===== src/rtl/spi_txn_scheduler.sv =====
// Request FIFO plus one-frame-at-a-time scheduler for the master side of SPI_Protocol.
// Define SPI_SCHED_STATS_EN to add the saturating xfer_count output.
module spi_txn_scheduler #(
    parameter int DEPTH      = 4,
    parameter int BITS       = 8,
    parameter int GAP_CYCLES = 2
) (
    input  logic                    clk,
    input  logic                    reset,
    input  logic                    req_valid,
    output logic                    req_ready,
    input  logic [BITS-1:0]         req_data,
    input  logic [1:0]              req_addr,
    input  logic                    req_cpol,
    input  logic                    req_cpha,
    output logic                    spi_start,
    output logic                    spi_load,
    output logic [BITS-1:0]         spi_data_in_master,
    output logic [1:0]              spi_address,
    output logic                    spi_cpol,
    output logic                    spi_cpha,
    input  logic [BITS-1:0]         spi_data_out_master,
    output logic                    rsp_valid,
    input  logic                    rsp_ready,
    output logic [BITS-1:0]         rsp_data,
    output logic [1:0]              rsp_addr,
    output logic                    busy,
    output logic [$clog2(DEPTH):0]  fifo_count
`ifdef SPI_SCHED_STATS_EN
    ,
    output logic [15:0]             xfer_count
`endif
);
    localparam int PW = $clog2(DEPTH);
    localparam int CW = PW + 1;
    localparam int EW = BITS + 4;
    localparam int NW = $clog2(2 * BITS + 2);
    localparam int GW = $clog2(GAP_CYCLES + 1);
    localparam logic [NW-1:0] FRAME_M01 = NW'(2 * BITS);
    localparam logic [NW-1:0] FRAME_M23 = NW'(2 * BITS + 1);
    localparam logic [CW-1:0] FULL      = CW'(DEPTH);

    typedef enum logic [2:0] {
        S_IDLE    = 3'd0,
        S_START   = 3'd1,
        S_SHIFT   = 3'd2,
        S_CAPTURE = 3'd3,
        S_GAP     = 3'd4
    } state_t;

    logic [EW-1:0]   mem_q [DEPTH];
    logic [PW-1:0]   wr_ptr_q;
    logic [PW-1:0]   rd_ptr_q;
    logic [CW-1:0]   count_q;
    logic [CW-1:0]   count_d;
    logic            req_ready_q;
    logic            do_push;
    logic            do_pop;

    state_t          state_q;
    logic [NW-1:0]   frame_q;
    logic [GW-1:0]   gap_q;
    logic            spi_start_q;
    logic            spi_load_q;
    logic [BITS-1:0] spi_data_q;
    logic [1:0]      spi_addr_q;
    logic            spi_cpol_q;
    logic            spi_cpha_q;
    logic            rsp_valid_q;
    logic [BITS-1:0] rsp_data_q;
    logic [1:0]      rsp_addr_q;
    logic            busy_q;

    // A new frame may only be popped while no response is waiting (backpressure).
    always_comb begin
        do_push = req_valid && req_ready_q;
        do_pop  = (state_q == S_IDLE) && (count_q != '0) && !rsp_valid_q;
        count_d = count_q;
        if (do_push && !do_pop) begin
            count_d = count_q + CW'(1);
        end else if (!do_push && do_pop) begin
            count_d = count_q - CW'(1);
        end else begin
            count_d = count_q;
        end
    end

    // Request FIFO; ready is registered from the next occupancy so there is no bypass.
    always_ff @(posedge clk or posedge reset) begin
        if (reset) begin
            wr_ptr_q    <= '0;
            rd_ptr_q    <= '0;
            count_q     <= '0;
            req_ready_q <= 1'b1;
            for (int i = 0; i < DEPTH; i++) begin
                mem_q[i] <= '0;
            end
        end else begin
            if (do_push) begin
                mem_q[wr_ptr_q] <= {req_cpha, req_cpol, req_addr, req_data};
                wr_ptr_q        <= wr_ptr_q + PW'(1);
            end
            if (do_pop) begin
                rd_ptr_q <= rd_ptr_q + PW'(1);
            end
            count_q     <= count_d;
            req_ready_q <= (count_d != FULL);
        end
    end

    // Frame sequencer; the spi_* registers double as the active-request holding registers.
    always_ff @(posedge clk or posedge reset) begin
        if (reset) begin
            state_q     <= S_IDLE;
            frame_q     <= '0;
            gap_q       <= '0;
            spi_start_q <= 1'b0;
            spi_load_q  <= 1'b0;
            spi_data_q  <= '0;
            spi_addr_q  <= 2'd0;
            spi_cpol_q  <= 1'b0;
            spi_cpha_q  <= 1'b0;
            rsp_valid_q <= 1'b0;
            rsp_data_q  <= '0;
            rsp_addr_q  <= 2'd0;
            busy_q      <= 1'b0;
        end else begin
            spi_start_q <= 1'b0;
            spi_load_q  <= 1'b0;
            if (rsp_valid_q && rsp_ready) begin
                rsp_valid_q <= 1'b0;
            end
            case (state_q)
                S_IDLE: begin
                    if (do_pop) begin
                        {spi_cpha_q, spi_cpol_q, spi_addr_q, spi_data_q} <= mem_q[rd_ptr_q];
                        spi_start_q <= 1'b1;
                        spi_load_q  <= 1'b1;
                        busy_q      <= 1'b1;
                        state_q     <= S_START;
                    end
                end
                S_START: begin
                    // Modes 2/3 spend one extra cycle on the skipped leading edge.
                    frame_q <= spi_cpol_q ? FRAME_M23 : FRAME_M01;
                    state_q <= S_SHIFT;
                end
                S_SHIFT: begin
                    frame_q <= frame_q - NW'(1);
                    if (frame_q == NW'(2)) begin
                        state_q <= S_CAPTURE;
                    end
                end
                S_CAPTURE: begin
                    rsp_data_q  <= spi_data_out_master;
                    rsp_addr_q  <= spi_addr_q;
                    rsp_valid_q <= 1'b1;
                    gap_q       <= GW'(GAP_CYCLES);
                    state_q     <= S_GAP;
                end
                S_GAP: begin
                    if (gap_q == GW'(1)) begin
                        state_q <= S_IDLE;
                        busy_q  <= 1'b0;
                    end else begin
                        gap_q <= gap_q - GW'(1);
                    end
                end
                default: begin
                    state_q <= S_IDLE;
                    busy_q  <= 1'b0;
                end
            endcase
        end
    end

`ifdef SPI_SCHED_STATS_EN
    logic [15:0] xfer_q;

    // Completed-transfer counter, saturating at all ones.
    always_ff @(posedge clk or posedge reset) begin
        if (reset) begin
            xfer_q <= 16'd0;
        end else if ((state_q == S_CAPTURE) && (xfer_q != 16'hFFFF)) begin
            xfer_q <= xfer_q + 16'd1;
        end
    end

    assign xfer_count = xfer_q;
`else
    // Statistics disabled: no transfer counter in this build.
`endif

    assign req_ready          = req_ready_q;
    assign fifo_count         = count_q;
    assign spi_start          = spi_start_q;
    assign spi_load           = spi_load_q;
    assign spi_data_in_master = spi_data_q;
    assign spi_address        = spi_addr_q;
    assign spi_cpol           = spi_cpol_q;
    assign spi_cpha           = spi_cpha_q;
    assign rsp_valid          = rsp_valid_q;
    assign rsp_data           = rsp_data_q;
    assign rsp_addr           = rsp_addr_q;
    assign busy               = busy_q;

endmodule


===== config.mk =====
export PLATFORM = sky130hd
export DESIGN_NAME = spi_txn_scheduler
export DESIGN_NICKNAME = d
export VERILOG_FILES = /design/src/rtl/spi_txn_scheduler.sv
export SDC_FILE = /design/constraint.sdc
export NUM_CORES = 1
export LEC_CHECK = 0
export CORE_ASPECT_RATIO = 0.6
export CORE_MARGIN = 5
export CORE_UTILIZATION = 25
export CTS_CLUSTER_SIZE = 10
export DETAILED_ROUTE_END_ITERATION = 10
export PLACE_DENSITY = 0.44
export SYNTH_ARGS = -nofsm -noshare
export SYNTH_HDL_FRONTEND = slang
export SYNTH_SLANG_ARGS = --single-unit

===== constraint.sdc =====
create_clock -name clk -period 4.9 [get_ports clk]
set_input_delay 0.98 -clock clk [delete_from_list [all_inputs] [get_ports clk]]
set_output_delay 0.98 -clock clk [all_outputs]
set_load 0.01 [all_outputs]

### Word level (Yosys, flattened, before mapping)

Index checks and enable logic that the tools add are counted.

* bits in registers: 91
* output and inout port bits: 30

* $add $sub $neg: 6
* $lt $le $gt $ge: 3
* eq/ne operators: 11
* mux-type cells: 23
* bitwise logic cells: 3
* reduce and logical (&&, ||, !) cells: 20

Operator list (count)
* bitwise mux 48 bit: 1
* two-way mux 12 bit: 3
* binary-select mux 12 bit (select 2 bit): 1
* demux 12 bit (select 2 bit): 1
* two-way mux 3 bit: 5
* case mux 3 bit (5 select lines): 1
* case mux 5 bit (2 select lines): 1
* != test 2 bit, second input constant: 4
* logical AND 1 bit: 7
* two-way mux 1 bit: 7
* == test 3 x 2 -> 1 bit, second input constant: 2
* >= comparator 3 bit, second input constant: 2
* NOT 2 -> 3 bit: 2
* AND reduction 3 bit: 2
* nonzero test 2 bit: 3
* == test 5 x 2 -> 1 bit, second input constant: 1
* subtractor 5 x 1 -> 5 bit, second input constant: 1
* adder 2 x 1 -> 2 bit, second input constant: 2
* case mux 2 bit (2 select lines): 1
* AND reduction 2 bit: 2
* adder 3 x 1 -> 3 bit, second input constant: 1
* == test 3 x 1 -> 1 bit, second input constant: 1
* == test 3 bit, second input constant: 1
* logical NOT 1 bit: 3
* other kinds (11): 11

### Depth between registers and ports, before layout

Gate-level depths: netlist of the first run.

* word-level depth: 7
* gate-level depth with buffers: 8

### Least setup slack after synthesis of the first run

OpenSTA, ideal clock, no wires.

* path kind: input port to flip-flop
* from: in req_valid
* to: reg mem_q[0] (netlist name)
* arrival: 2.116 ns
* required time: 4.775 ns
* slack: 2.659 ns
* stages on the path: 5
* buffers on the path: 2
* path through: and2_1 > buf_2 > nand2_1 > clkbuf_1 > mux2_2

* longest elaborated chain between the ends: 1

Ends and longest elaborated chain
* from (decl): line 10 `input logic req_valid,`
* logical AND 1 bit: line 76 `do_push = req_valid && req_ready_q;`
* to (signal, indexed assignment): line 100 `mem_q[wr_ptr_q] <= {req_cpha, req_cpol, req_addr, req_data};`
* to (decl): line 51 `logic [EW-1:0] mem_q [DEPTH];`

Every way passes these cells.
A chain may end at the register's enable or synchronous reset.

### Final worst setup path of the first run

* from: in req_valid
* to: reg mem_q[34] (netlist name)

Same word-level chain as after synthesis.

==> impl_metrics.toml, run 1 <==
[timing]
rsz0062_at_grt = "false"
slew_viol_final = 0
fmax_ghz = 0.380
fin_ws_ps = 2270
fin_crit_sh_pct = 53.7
setup_violations = 0
fin_crit_ps = 2630
tightest_slew_ps = 827
finalHoldViolCount = 0
tns_ps = 0
fin_worst_skew_ps = 11.6
fin_hold_ws_ps = 503
max-slew-margin-rel_pct = 44.9

[routing]
vias_per_cell = 4.35
post_drt_wl_per_cell_microns = 16.0
ant_nets = 0
first_pass_iters = 4
drc = 0
wirelength_mm = 8.63
drt-initial-drc-count = 171
vias = 2356

[setup_path]
rrSetupSlack_ps = 2660
crit_path_start_kind = "input pin"
cp_num_buf_inv = 1
path_depth = 4
worst_ep_arrival_time_ps = 2850
path_cells = "clkdlybuf4s50_1 > and2_1 > nand2_1 > mux2_2"
r2r-end = "req_ready"
critPathMaxStageDelay_ps = 550
reg2reg_from = "fifo_count[1]"
r2r_cells = 8
path_max_fanout = 12
crit_type = "input pin to flip-flop"
cpLargestDelayFamily = "simple AND/OR/NAND/NOR gates"
crit_slowest_cell = "nand2_1"
startpoint = "req_valid"
worst_setup_path_end_kind = "flip-flop"
crit_required_ps = 5120
crit_end = "mem_q[34]"

[grt]
antenna_found_initial = 0
grt_pass1_wl_mm = 14.1
gr-total-overflow = 0
grt_pass1_vias = 2482
grtUsageTotal_pct = 9.62
grt_max_degree = 41

[die]
die_w_microns = 173
fp.dieArea_sq_um = 18700
dieHeight_microns = 108
initial_utilization_pct = 25.8
io_pins = 54
rows = 35
core_area_sq_um = 15500

[cts]
path_clk_slew_ps = 60
post_cts_buffers = 0
clockRootBuffer = "clkbuf_16"
cts.sinks = 91
cts_inserted_buffers = 9
clk_path_buf_depth = 2
cts_resized = 0
cts_hold_buf = 0
clk_latency_ps = 340
cts_max_level = 3
cts_tree = "yes"

[final_layout]
final_area_sq_um = 5080
mostFrequentLayoutCells = "90 x dfrtp_1, 70 x mux2_2, 53 x clkdlybuf4s50_1"
drive_above_1_share_pct = 31.1
layout.cells.non_filler = 541
final_common_cell = "dfrtp_1"
final_nets = 367
n_antenna_cell = 0
area_growth_pct = 26.9
finish.utilization_pct = 32.7

[power_and_ir_drop]
total_power_mw = 3.64
p_clk_share_pct = 21.9
peakVddDrop_mv = 0.225
switchingPower_mw = 1.13
p_per_area_nw_per_um2 = 717
seqPwrFrac_pct = 39.6
p_int_mw = 2.51
leakagePower_nw = 2.10
pwr-share-comb_pct = 38.6
swShare_pct = 31.0

[synthesis]
synth.ff_latch_count = 91
synth_top_area_share_pct = 56.3
yosys-top-cells-area = "dfrtp_1 56%, mux2_2 20%, mux4_2 6.8%"
synth-async-reset-ratio_pct = 100
synthDistinctLibCells = 35
synth_edf_count = 0
synth_cells = 281
syn_area_sq_um = 4000
synth.area.mux_share_pct = 26.8
synth_fa_ha_area_share_pct = 3.66
synthXorXnorAreaFrac_pct = 1.31
synth-main-ff-cell = "dfrtp_1"
syn_nets = 315
syn_area_per_cell_sq_um = 14.2
yosys_warnings = 0
synth-compound-area-share_pct = 3.47
synth_top_family_by_area = "multiplexers"
synthSimpleGateAreaFrac_pct = 5.01
yosysSeqAreaShare_pct = 57.0
yosysTopAreaCell = "dfrtp_1"

[placement]
place_area_sq_um = 4730
place_hpwl_mm = 5.84
portBuffers = 53
gp_congestion = 0.748
place_inst = 525
dp_slack_ps = 1870

[outcome]
outcome = "finished, final reports clean"

[run]
cap_violations = 0

[worst_hold_path]
min_path_type = "flip-flop to flip-flop"
-- synthesized netlist by cell type, types with 2 or more instances --
library cell and n:
nor2_1 7, o22ai_1 3, mux2_2 70, nand2b_1 3
xnor2_1 6, clkbuf_1 9, buf_2 3, dfrtp_1 90
nor3_1 6, inv_1 11, mux4_2 12, a21oi_1 8
o21ai_0 11, ha_1 10, nor2b_1 2, and2_1 2
nand2_1 10
-- final cells by class --
| type | count | area, sq um |
|---|---|---|
| inverters | 12 | 46.3 |
| clock buffers | 12 | 246 |
| clock inverters | 4 | 97.6 |
| fillers | 1566 | 10400 |
| flip-flops and latches | 91 | 2280 |
| repair buffers | 55 | 546 |
| multi-input cells | 164 | 1610 |
| well taps | 203 | 254 |
-- how the worst min path moves through the flow --
stage                startpoint           to  slack, ps  cells after the start
floorplan              gap_q[0]     gap_q[0]        460                      1
global placement    rsp_addr[0]  rsp_addr[0]        480                      1
detailed placement  rsp_addr[0]  rsp_addr[0]        490                      1
CTS                   mem_q[15]    mem_q[15]        510                      1
global route        rsp_data[2]  rsp_data[2]        520                      1
finish                mem_q[26]    mem_q[26]        500                      1
-- worst reg2reg max path, cell delays in order, from the launching register on --
cell and delay (ps):
dfrtp_1 430, inv_1 100, ha_1 170, nand2b_1 90
nand3_2 140, inv_2 210, maj3_1 390, mux2_2 270
or3b_1 370
-- metal layers --
metal	wire, microns	vias to the layer above	share of wire [%]	GRT usage [%]
met4	128	0	1.5	3.07
met1	4670	1197	54	14.7
li1	-	1104	-	-
met3	344	8	4.0	2.87
met2	3490	47	40	12.8
met5	0	-	0	0
-- registers in the layout, indices dropped and copies added (netlist names), 2 cells and up --
name and flops:
wr_ptr_q 2, spi_data_in_master 8, gap_q 2, rsp_addr 2, state_q 3, rsp_data 8
rd_ptr_q 2, spi_address 2, fifo_count 3, frame_q 5, mem_q 48
-- cells by family after synthesis --
| kind of cell | Yosys count |
|---|---|
| buffers and inverters | 26 |
| adders and majority gates | 12 |
| and+or+nand+nor | 38 |
| muxes | 83 |
| xor gates and xnor gates | 6 |
| AOI/OAI and AO/OA | 25 |
| DFF | 91 |
-- power by group through the flow --
stage,Sequential [mW],Combinational (mW),Clock (mW)
after CTS,1.45,1.43,0.820
final,1.44,1.40,0.796
after global placement,1.45,1.41,0
after detailed placement,1.46,1.42,0
after global routing,1.51,1.54,0.852
after floorplan,1.37,0.999,0
Power figures use the tool's default switching activity.
==> inputs of run 2 (changes only) <==
==> constraint.sdc (replaced) <==
create_clock -name clk -period 2.6 [get_ports clk]
set_input_delay 0.52 -clock clk [delete_from_list [all_inputs] [get_ports clk]]
set_output_delay 0.52 -clock clk [all_outputs]
set_load 0.01 [all_outputs]
==> impl_metrics.toml, run 2 (synthesized netlist as in run 1, its figures left out) <==
[timing]
slew_viol_final = 0
tightest_slew_ps = 644
tns_ps = 0
fin_worst_skew_ps = 9.90
fin_hold_ws_ps = 477
fin_crit_sh_pct = 81.4
finalHoldViolCount = 0
max-slew-margin-rel_pct = 57.0
setup_violations = 0
fmax_ghz = 0.472
fin_crit_ps = 2120
rsz0062_at_grt = "false"
fin_ws_ps = 483

[routing]
vias = 2387
ant_nets = 0
wirelength_mm = 8.76
vias_per_cell = 4.33
drc = 0
drt-initial-drc-count = 127
first_pass_iters = 4
post_drt_wl_per_cell_microns = 15.9

[final_layout]
regArea_sq_um = 2280
area_growth_pct = 27.9
drive_above_1_share_pct = 33.0
largest-register = "mem_q"
final_common_cell = "dfrtp_1"
final_nets = 377
multi_input_area_sq_um = 1610
largest_reg_flops = 48
mostFrequentLayoutCells = "90 x dfrtp_1, 70 x mux2_2, 53 x clkdlybuf4s50_1"
layout.cells.non_filler = 551
n_antenna_cell = 0
fillers = 1547

[setup_path]
path_cells = "inv_1 > ha_1 > nand2b_1 > nand3_2 > inv_2 > maj3_1 > mux2_2 > or3b_1"
r2r_cells = 8
reg2reg_from = "fifo_count[1]"
crit_required_ps = 2860
crit_type = "flip-flop to flip-flop"
crit_slowest_cell = "dfrtp_1"
worst_ep_arrival_time_ps = 2380
critPathMaxStageDelay_ps = 450
worst_setup_path_end_kind = "flip-flop"
crit_path_start_kind = "flip-flop"
path_max_fanout = 8
r2r-end = "req_ready"
rrSetupSlack_ps = 480

[cts]
cts_resized = 0
clk_path_buf_depth = 2
clk_latency_ps = 340
cts_tree = "yes"
path_clk_slew_ps = 60
cts.sinks = 91
cts_max_level = 3
cts_inserted_buffers = 9
clockRootBuffer = "clkbuf_16"
post_cts_buffers = 0
cts_hold_buf = 0

[run]
cap_violations = 0

[grt]
grt_pass1_wl_mm = 14.4
antenna_found_initial = 0
gr-total-overflow = 0
grt_pass1_vias = 2576
grtUsageTotal_pct = 9.91
grt_max_degree = 49

[die]
fp.dieArea_sq_um = 18700
core_area_sq_um = 15500
rows = 35
die_w_microns = 173
io_pins = 54
initial_utilization_pct = 25.8
dieHeight_microns = 108

[placement]
gp_congestion = 0.741
portBuffers = 53
place_inst = 535
place_hpwl_mm = 5.96
dp_slack_ps = 292

[worst_hold_path]
min_path_type = "flip-flop to flip-flop"
holdPathEnd = "rd_ptr_q[0]"
hold_start = "rd_ptr_q[0]"
hold_depth = 1

[power_and_ir_drop]
leakagePower_nw = 2.13
peakVddDrop_mv = 0.347
p_per_area_nw_per_um2 = 1320

[outcome]
outcome = "finished, final reports clean"
## run 2: changes by cell type in the layout (fill, tap and decap cells not counted)
cell,change
clkbuf_8,+3
buf_12,+1
bufinv_16,-3
buf_4,+9
## run 2: how the worst max path moves through the flow
stage | cells past startpoint | end | slack [ps] | start
final | 8 | req_ready | 480 | fifo_count[1]
after global routing | 8 | req_ready | 350 | fifo_count[1]
after CTS | 8 | req_ready | 470 | fifo_count[1]
after detailed placement | 5 | req_ready | 290 | req_valid
after global placement | 5 | req_ready | 300 | req_valid
after floorplan | 8 | req_ready | 640 | fifo_count[1]
## run 2: worst max-delay path, delay by kind of cell, from the launching register on
family | cells | cell delay [ps]
mux | 1 | 270
simple gates | 3 | 590
flops | 1 | 450
fa+ha+maj | 2 | 500
buf+inv | 2 | 230
## run 2: power by group
group | switching (mW) | internal, mW | total [mW]
Clock | 0.530 | 0.753 | 1.28
Sequential | 0.455 | 2.15 | 2.60
Combinational | 1.16 | 1.70 | 2.85
Total | 2.14 | 4.60 | 6.74
## run 2: layout make-up
type	count	share of cell area, %
multi-input combinational	164	31.4
clock buffer	15	5.63
inverter	12	0.954
timing repair buffer	65	12.4
sequential	91	44.5
clock inverter	1	0.0978
tap	203	4.97
## run 2: metal layers
| layer | part of all wire [%] | vias to the layer above | routed length, microns | global-route usage, % |
|---|---|---|---|---|
| li1 | - | 1129 | - | - |
| met1 | 53 | 1214 | 4640 | 14.6 |
| met2 | 42 | 37 | 3700 | 13.6 |
| met3 | 3.8 | 7 | 331 | 3.46 |
| met4 | 0.97 | 0 | 85 | 2.73 |
| met5 | 0 | - | 0 | 0 |
## run 2: through the flow
step,power (mW),area (sq um),util (%)
final,6.74,5110,33.0
after detailed placement,5.53,4820,31.1
after CTS,6.86,5110,33.0
after floorplan,4.46,4000,-
after global placement,5.49,4820,31.1
after global routing,7.24,5110,33.0
==> inputs of run 3 (changes only) <==
--- a/config.mk
+++ b/config.mk
@@ -10,7 +10,7 @@
 export CORE_UTILIZATION = 25
 export CTS_CLUSTER_SIZE = 10
 export DETAILED_ROUTE_END_ITERATION = 10
-export PLACE_DENSITY = 0.44
+export PLACE_DENSITY = 0.45
 export SYNTH_ARGS = -nofsm -noshare
 export SYNTH_HDL_FRONTEND = slang
 export SYNTH_SLANG_ARGS = --single-unit
==> constraint.sdc (replaced) <==
create_clock -name clk -period 1.9 [get_ports clk]
set_input_delay 0.38 -clock clk [delete_from_list [all_inputs] [get_ports clk]]
set_output_delay 0.38 -clock clk [all_outputs]
set_load 0.01 [all_outputs]
==> impl_metrics.toml, run 3 (synthesized netlist as in run 1, its figures left out) <==
[placement]
place_hpwl_mm = 6.10
dp_slack_ps = -111
portBuffers = 53
gp_congestion = 0.744

[final_layout]
final_common_cell = "dfrtp_1"
final_nets = 389
mostFrequentLayoutCells = "89 x dfrtp_1, 69 x mux2_2, 53 x clkdlybuf4s50_1"
area_growth_pct = 31.4
finish.utilization_pct = 33.9
drive_above_1_share_pct = 37.5
largest_reg_flops = 48
largest-register = "mem_q"
n_antenna_cell = 0

[power_and_ir_drop]
total_power_mw = 9.45
leakagePower_nw = 2.20
peakVddDrop_mv = 0.511
p_per_area_nw_per_um2 = 1800

[setup_path]
cpLargestDelayFamily = "simple AND/OR/NAND/NOR gates"
reg2reg_from = "state_q[2]"
crit_type = "flip-flop to flip-flop"
r2r-end = "req_ready"
worst_setup_path_end_kind = "flip-flop"
critPathMaxStageDelay_ps = 380
r2r_cells = 5
rrSetupSlack_ps = 80
cp_num_buf_inv = 0
crit_slowest_cell = "dfrtp_1"
crit_required_ps = 2150
crit_path_start_kind = "flip-flop"
path_max_fanout = 3
worst_ep_arrival_time_ps = 2080
path_cells = "nor3_2 > nand3_2 > maj3_2 > mux2_4 > or3b_1"

[grt]
grt_pass1_wl_mm = 14.4
antenna_found_initial = 0
gr-total-overflow = 0
grt_pass1_vias = 2589
grt_max_degree = 53
grtUsageTotal_pct = 9.70

[timing]
fmax_ghz = 0.549
finalHoldViolCount = 0
max-slew-margin-rel_pct = 65.5
fin_ws_ps = 77.4
rsz0062_at_grt = "false"
fin_hold_ws_ps = 342
setup_violations = 0
slew_viol_final = 0
fin_worst_skew_ps = 8.72
fin_crit_ps = 1820
tns_ps = 0
tightest_slew_ps = 510
fin_crit_sh_pct = 95.9

[die]
initial_utilization_pct = 25.8
core_area_sq_um = 15500
fp.dieArea_sq_um = 18700
die_w_microns = 173
io_pins = 54
dieHeight_microns = 108
rows = 35

[routing]
vias = 2452
first_pass_iters = 4
drc = 0
post_drt_wl_per_cell_microns = 15.3
drt-initial-drc-count = 154
vias_per_cell = 4.36
wirelength_mm = 8.63
ant_nets = 0

[cts]
cts.sinks = 91
cts_hold_buf = 0
clk_path_buf_depth = 2
clk_latency_ps = 340
path_clk_slew_ps = 70
clockRootBuffer = "clkbuf_16"
cts_tree = "yes"
cts_inserted_buffers = 9
cts_max_level = 3

[run]
cap_violations = 0

[outcome]
outcome = "finished, final reports clean"

[worst_hold_path]
min_path_type = "input pin to asynchronous set/reset pin"
==> run 3: cell types whose count changed in the layout (fill, tap and decap cells not counted), sizes merged <==
cell / before / now
clkbuf: 15 / 12
buf: 12 / 24
clkinv: 1 / 2
clkinvlp: 1 / 3
==> run 3: final cells by class <==
type                            instances  area [sq um]
Fill cell                            1561         10200
Tap cell                              203           254
Clock buffer                           12           256
Inverter                               12          51.3
Clock inverter                          4          25.0
Multi-Input combinational cell        164          1640
Sequential cell                        91          2280
Timing Repair Buffer                   77           748
==> run 3: routing by layer <==
| metal | global-route usage [%] | wire (microns) |
|---|---|---|
| met1 | 14.4 | 4500 |
| met2 | 13.8 | 3770 |
| met3 | 2.69 | 283 |
| met4 | 2.73 | 84 |
| met5 | 0 | 0 |
==> run 3: worst max-delay path by stage <==
stage	from	end	slack (ps)	cells past startpoint
finish	state_q[2]	req_ready	80	5
global route	state_q[2]	req_ready	10	7
CTS	fifo_count[1]	req_ready	10	8
detailed placement	req_valid	req_ready	-110	5
global placement	req_valid	req_ready	-100	5
floorplan	fifo_count[0]	req_ready	4	8
==> run 3: what timing repair did <==
action                                  4_1_cts  5_1_grt
resized for setup                             2        3
pin swaps                                     1        0
setup buffers                                 2        1
endpoints found under the setup margin        1        1
gates cloned                                  0        0
==> run 3: through the flow <==
step | instances | area [sq um]
floorplan | 281 | 4010
global placement | 544 | 4930
detailed placement | 544 | 4930
CTS | 562 | 5220
global route | 563 | 5250
finish | 563 | 5250
==> run 3: report_power, final <==
part	switching [mW]	total [mW]	internal [mW]
clock	0.723	1.68	0.954
sequential	0.530	3.47	2.94
combinational	1.72	4.30	2.58
